## src/rtl/nibble_serial_add_ctrl.sv

```systemverilog
// nibble_serial_add_ctrl
//   Computes a WIDTH-bit add or subtract through one external 4-bit adder slice.
//   The slice is used once per cycle, least-significant nibble first.
//   The carry between nibbles is held in a register.
//   Subtract is done as A + ~B + 1: B is inverted at accept and the first carry-in is 1.
//
// Ports
//   clock, reset_n            rising-edge clock, asynchronous active-low reset
//   start_valid/start_ready   operation request handshake (operands sampled on accept)
//   op_a, op_b, op_sub        operands; op_sub=1 selects A - B
//   slice_a/b/cin             nibble operands and carry-in driven to the shared slice
//   slice_sum/cout            combinational result from the slice
//   result_valid/ready        result handshake
//   result, cout, overflow    sum/difference, MSB carry-out (1 = no borrow), signed overflow
//   busy                      high while an operation is in flight or awaiting pickup

module nibble_serial_add_ctrl #(
    parameter int unsigned WIDTH   = 32,
    parameter int unsigned NIBBLES = WIDTH / 4
) (
    input  logic             clock,
    input  logic             reset_n,
    input  logic             start_valid,
    output logic             start_ready,
    input  logic [WIDTH-1:0] op_a,
    input  logic [WIDTH-1:0] op_b,
    input  logic             op_sub,
    output logic [3:0]       slice_a,
    output logic [3:0]       slice_b,
    output logic             slice_cin,
    input  logic [3:0]       slice_sum,
    input  logic             slice_cout,
    output logic             result_valid,
    input  logic             result_ready,
    output logic [WIDTH-1:0] result,
    output logic             cout,
    output logic             overflow,
    output logic             busy
);

    localparam int unsigned CntW = (NIBBLES > 1) ? $clog2(NIBBLES) : 1;
    localparam logic [CntW-1:0] LastCnt = CntW'(NIBBLES - 1);

    typedef enum logic [1:0] {
        StIdle = 2'd0,
        StRun  = 2'd1,
        StDone = 2'd2
    } state_e;

    state_e           state_q, state_d;
    logic [WIDTH-1:0] a_q, a_d;
    logic [WIDTH-1:0] b_q, b_d;
    logic [WIDTH-1:0] sum_q, sum_d;
    logic             carry_q, carry_d;
    logic [CntW-1:0]  cnt_q, cnt_d;
    logic             sign_a_q, sign_a_d;
    logic             sign_b_q, sign_b_d;
    logic             cout_q, cout_d;
    logic             ovf_q, ovf_d;

    always_comb begin
        state_d  = state_q;
        a_d      = a_q;
        b_d      = b_q;
        sum_d    = sum_q;
        carry_d  = carry_q;
        cnt_d    = cnt_q;
        sign_a_d = sign_a_q;
        sign_b_d = sign_b_q;
        cout_d   = cout_q;
        ovf_d    = ovf_q;
        unique case (state_q)
            StIdle: begin
                if (start_valid) begin
                    state_d  = StRun;
                    a_d      = op_a;
                    b_d      = op_sub ? ~op_b : op_b;
                    carry_d  = op_sub;
                    cnt_d    = '0;
                    sign_a_d = op_a[WIDTH-1];
                    sign_b_d = op_sub ? ~op_b[WIDTH-1] : op_b[WIDTH-1];
                end
            end
            StRun: begin
                a_d     = a_q >> 4;
                b_d     = b_q >> 4;
                // Each slice sum enters at the top, so after NIBBLES passes the
                // first nibble has reached bits [3:0].
                sum_d   = {slice_sum, sum_q[WIDTH-1:4]};
                carry_d = slice_cout;
                if (cnt_q == LastCnt) begin
                    state_d = StDone;
                    cout_d  = slice_cout;
                    // Overflow: both operand signs agree and the result sign differs.
                    ovf_d   = (sign_a_q == sign_b_q) && (slice_sum[3] != sign_a_q);
                end else begin
                    cnt_d = cnt_q + 1'b1;
                end
            end
            StDone: begin
                if (result_ready) begin
                    state_d = StIdle;
                end
            end
            default: state_d = StIdle;
        endcase
    end

    always_ff @(posedge clock or negedge reset_n) begin
        if (!reset_n) begin
            state_q  <= StIdle;
            a_q      <= '0;
            b_q      <= '0;
            sum_q    <= '0;
            carry_q  <= 1'b0;
            cnt_q    <= '0;
            sign_a_q <= 1'b0;
            sign_b_q <= 1'b0;
            cout_q   <= 1'b0;
            ovf_q    <= 1'b0;
        end else begin
            state_q  <= state_d;
            a_q      <= a_d;
            b_q      <= b_d;
            sum_q    <= sum_d;
            carry_q  <= carry_d;
            cnt_q    <= cnt_d;
            sign_a_q <= sign_a_d;
            sign_b_q <= sign_b_d;
            cout_q   <= cout_d;
            ovf_q    <= ovf_d;
        end
    end

    always_comb begin
        start_ready  = (state_q == StIdle);
        result_valid = (state_q == StDone);
        busy         = (state_q != StIdle);
        slice_a      = (state_q == StRun) ? a_q[3:0] : 4'h0;
        slice_b      = (state_q == StRun) ? b_q[3:0] : 4'h0;
        slice_cin    = (state_q == StRun) ? carry_q  : 1'b0;
        result       = sum_q;
        cout         = cout_q;
        overflow     = ovf_q;
    end

endmodule

```

## config.mk

```make
export PLATFORM = sky130hd
export DESIGN_NAME = nibble_serial_add_ctrl
export DESIGN_NICKNAME = d
export VERILOG_FILES = /design/src/rtl/nibble_serial_add_ctrl.sv
export SDC_FILE = /design/constraint.sdc
export NUM_CORES = 1
export LEC_CHECK = 0
export CAP_MARGIN = 20
export CELL_PAD_IN_SITES_DETAIL_PLACEMENT = 0
export CELL_PAD_IN_SITES_GLOBAL_PLACEMENT = 2
export CORE_ASPECT_RATIO = 0.9
export CORE_MARGIN = 2
export CORE_UTILIZATION = 33
export DETAILED_ROUTE_END_ITERATION = 6
export GPL_ROUTABILITY_DRIVEN = 0
export PLACE_DENSITY = 0.82
export SLEW_MARGIN = 15
export SYNTH_ARGS = -nofsm -noshare
export SYNTH_HDL_FRONTEND = slang
export SYNTH_SLANG_ARGS = --single-unit
export TNS_END_PERCENT = 5
```

## constraint.sdc

```tcl
create_clock -name clock -period 3.1 [get_ports clock]
set_input_delay 0.775 -clock clock [delete_from_list [all_inputs] [get_ports clock]]
set_output_delay 0.775 -clock clock [all_outputs]
set_load 0.02 [all_outputs]
```

==> impl_metrics.json <==
{
  "status": "completed",
  "crit_required_ps": 2320,
  "nNetsFinal": 671,
  "wirelength_um": 12500,
  "cts_tree": "done",
  "hold_path.class": "input port to async pin",
  "grt_pass1_wl_um": 20500,
  "r2r_slack_ps": 1080,
  "cts_setup_buffers": 0,
  "syn_nets": 567,
  "row_count": 42,
  "p_clk_share_pct": 17.8,
  "start_util_pct": 33.7,
  "r2r-end": "b_q[17]",
  "yosysTopAreaCell": "dfrtp_1",
  "syn2layout_area_growth_pct": 33.5,
  "fillers": 1389,
  "core_um2": 14700,
  "reg2reg_depth": 5,
  "vias": 3791,
  "syn_area_um2": 4950,
  "fin_skew_ps": 5.90,
  "p_leak_nw": 2.91,
  "numCtsBuffers": 9,
  "ys_ff_latch": 106,
  "r2r_start": "state_q[0]",
  "drt-initial-drc-count": 292,
  "min_period_ps": 2670,
  "viasPerCell": 4.75,
  "drc": 0,
  "drt_first_pass_iters": 4,
  "die_w_um": 133,
  "p_comb_share_pct": 45.3,
  "ant_nets": 0,
  "avgSynthCellArea_um2": 10.1,
  "cp.arrival_ps": 1900,
  "post_drt_wl_per_cell_um": 15.6,
  "intPower_mw": 3.96,
  "peakVddDrop_v": 0.000558,
  "cts_resized": 0,
  "clockBufferDepth": 2,
  "synth_area_leaders": "dfrtp_1 54%, nand2_1 12%, mux2i_1 5.9%",
  "finalHoldViolations": 0,
  "worstPathCellList": "buf_4, or2_2, inv_1, clkdlybuf4s50_1",
  "clock_sinks": 106,
  "htree_levels": 3,
  "crit_type": "flop to primary output",
  "clockRootBuffer": "clkbuf_16",
  "whs_ps": 442,
  "timing.slew.headroom_pct": 36.8,
  "finalCritPeriodShare_pct": 86.2,
  "dpl.hpwl_um": 8280,
  "antenna-diode-count": 0,
  "cp_slowest_cell": "clkdlybuf4s50_1",
  "drive_above_1_share_pct": 7.17,
  "slowest_delay_ps": 590,
  "gr-total-overflow": 0,
  "die_h_um": 120,
  "cap_viol_max_count": 0,
  "slew_violations": 0,
  "switching_share_pct": 38.6,
  "max_freq_ghz": 0.374,
  "grtUsageTotal_pct": 16.3,
  "die-area_um2": 16000,
  "rsz0062_at_grt": "false",
  "netlist_instances": 491,
  "ioPinCount": 120,
  "synth_top_area_share_pct": 53.6,
  "synth_cell_type_count": 30,
  "tns_ps": 0,
  "p_per_area_nw_per_um2": 975,
  "clk_pin_slew_ps": 70,
  "switchingPower_mw": 2.49,
  "pwr-share-seq_pct": 36.9,
  "grt_max_degree": 107,
  "antenna_found_initial": 0,
  "final-setup-viol-count": 0,
  "clock_latency_ps": 350,
  "port_buffers": 119,
  "timing.critical_path.from_type": "flop",
  "grt_pass1_vias": 3839,
  "synth_warnings": 0,
  "cts_hold_buf": 0,
  "seq_area_frac_synth_pct": 53.6,
  "end_kind": "primary output",
  "worst_pin_slew_ps": 949,
  "crit_path_max_fanout": 14
}
==> worst max-delay path by stage <==
| stage | slack (ps) | startpoint | to |
|---|---|---|---|
| 6_report | 430 | state_q[0] | start_ready |
| 5_1_grt | 330 | state_q[1] | slice_a[0] |
| 4_1_cts | 390 | state_q[1] | slice_a[2] |
| 3_5_place_dp | 700 | start_valid | cnt_q[0] |
| 3_3_place_gp | 740 | start_valid | b_q[12] |
| 2_1_floorplan | 1040 | state_q[0] | slice_b[0] |
==> logic make-up (layout without fill, tap and decap cells) <==
kind of cell | after synthesis | count (layout) | synth area share, %
xor gates and xnor gates | 32 | 32 | 5.67
DFF | 106 | 106 | 53.6
muxes | 32 | 32 | 6.55
and+or+nand+nor | 177 | 177 | 14.5
AOI/OAI and AO/OA | 87 | 87 | 13.7
adders and majority gates | 2 | 2 | 0.506
buffers and inverters | 55 | 164 | 5.46
==> layout by cell type, fill, tap and decap left out, drive strengths merged, types with 3 or more instances in the layout <==
cell           synthesis  final
a22o                   5      5
clkbuf                 9     15
dfrtp                106    106
nor2                   8      8
inv                   18     18
and2                   5      5
a221o                 20     20
mux2                   3      3
mux2i                 29     29
o32ai                 15     15
buf                   28     13
o21ai                 37     37
nand2                156    156
clkdlybuf4s50          0    117
o221ai                 7      7
xor2                   5      5
xnor2                 27     27
==> power groups by stage <==
| stage | Clock [mW] | Combinational, mW | Sequential (mW) |
|---|---|---|---|
| after global placement | 0 | 2.91 | 2.38 |
| final | 1.15 | 2.92 | 2.38 |
| after global routing | 1.25 | 3.22 | 2.45 |
| after floorplan | 0 | 1.72 | 2.53 |
| after detailed placement | 0 | 2.95 | 2.40 |
| after CTS | 1.19 | 2.97 | 2.38 |
==> per-layer routing <==
metal	global-route usage, %	vias up	share of wire (%)
li1	-	1862	-
met1	22.5	1828	48
met2	24.5	93	45
met5	0	-	0
met3	5.58	8	6.0
met4	4.50	0	0.97
==> final cells by class <==
class                   instances  area (um2)  share of cell area, %
clock buffers                  15         298                   4.51
multi-input cells             330        2040                   30.9
well taps                     198         248                   3.75
repair buffers                130        1290                   19.5
clock inverters                 1        5.00                 0.0758
inverters                      18        67.6                   1.02
flip-flops and latches        106        2650                   40.2
==> worst max-delay path: cells and delay by family (launching register included) <==
family / cells / cell delay (ps)
buf+inv: 3 / 850
flops: 1 / 390
simple gates: 1 / 320
==> per-stage QoR <==
step / total power, mW / cell area (um2) / util [%] / instances / setup slack [ps]
finish: 6.44 / 6610 / 45.1 / 798 / 427
floorplan: 4.25 / 4950 / - / 491 / 1040
detailed placement: 5.35 / 6300 / 43.0 / 782 / 704
global route: 6.92 / 6610 / 45.1 / 798 / 331
CTS: 6.54 / 6610 / 45.1 / 798 / 393
global placement: 5.28 / 6300 / 43.0 / 782 / 737
==> synthesized netlist by cell type, drive strengths merged <==
master  count
nand2     156
and2b       1
a22oi       2
ha          2
o21bai      1
o221ai      7
o32ai      15
dfrtp     106
or2         1
and2        5
nor3b       2
clkbuf      9
mux2i      29
a22o        5
or3b        2
xor2        5
buf        28
mux2        3
nor2        8
a221o      20
nand2b      2
inv        18
xnor2      27
o21ai      37
==> registers in the layout, summed over array words and instances, names as in the netlist <==
signal,count
b_q,32
sign_a_q,1
a_q,32
state_q,2
cout,1
overflow,1
sign_b_q,1
result,32
cnt_q,3
carry_q,1
No activity file was read; power rests on OpenSTA's default activity.
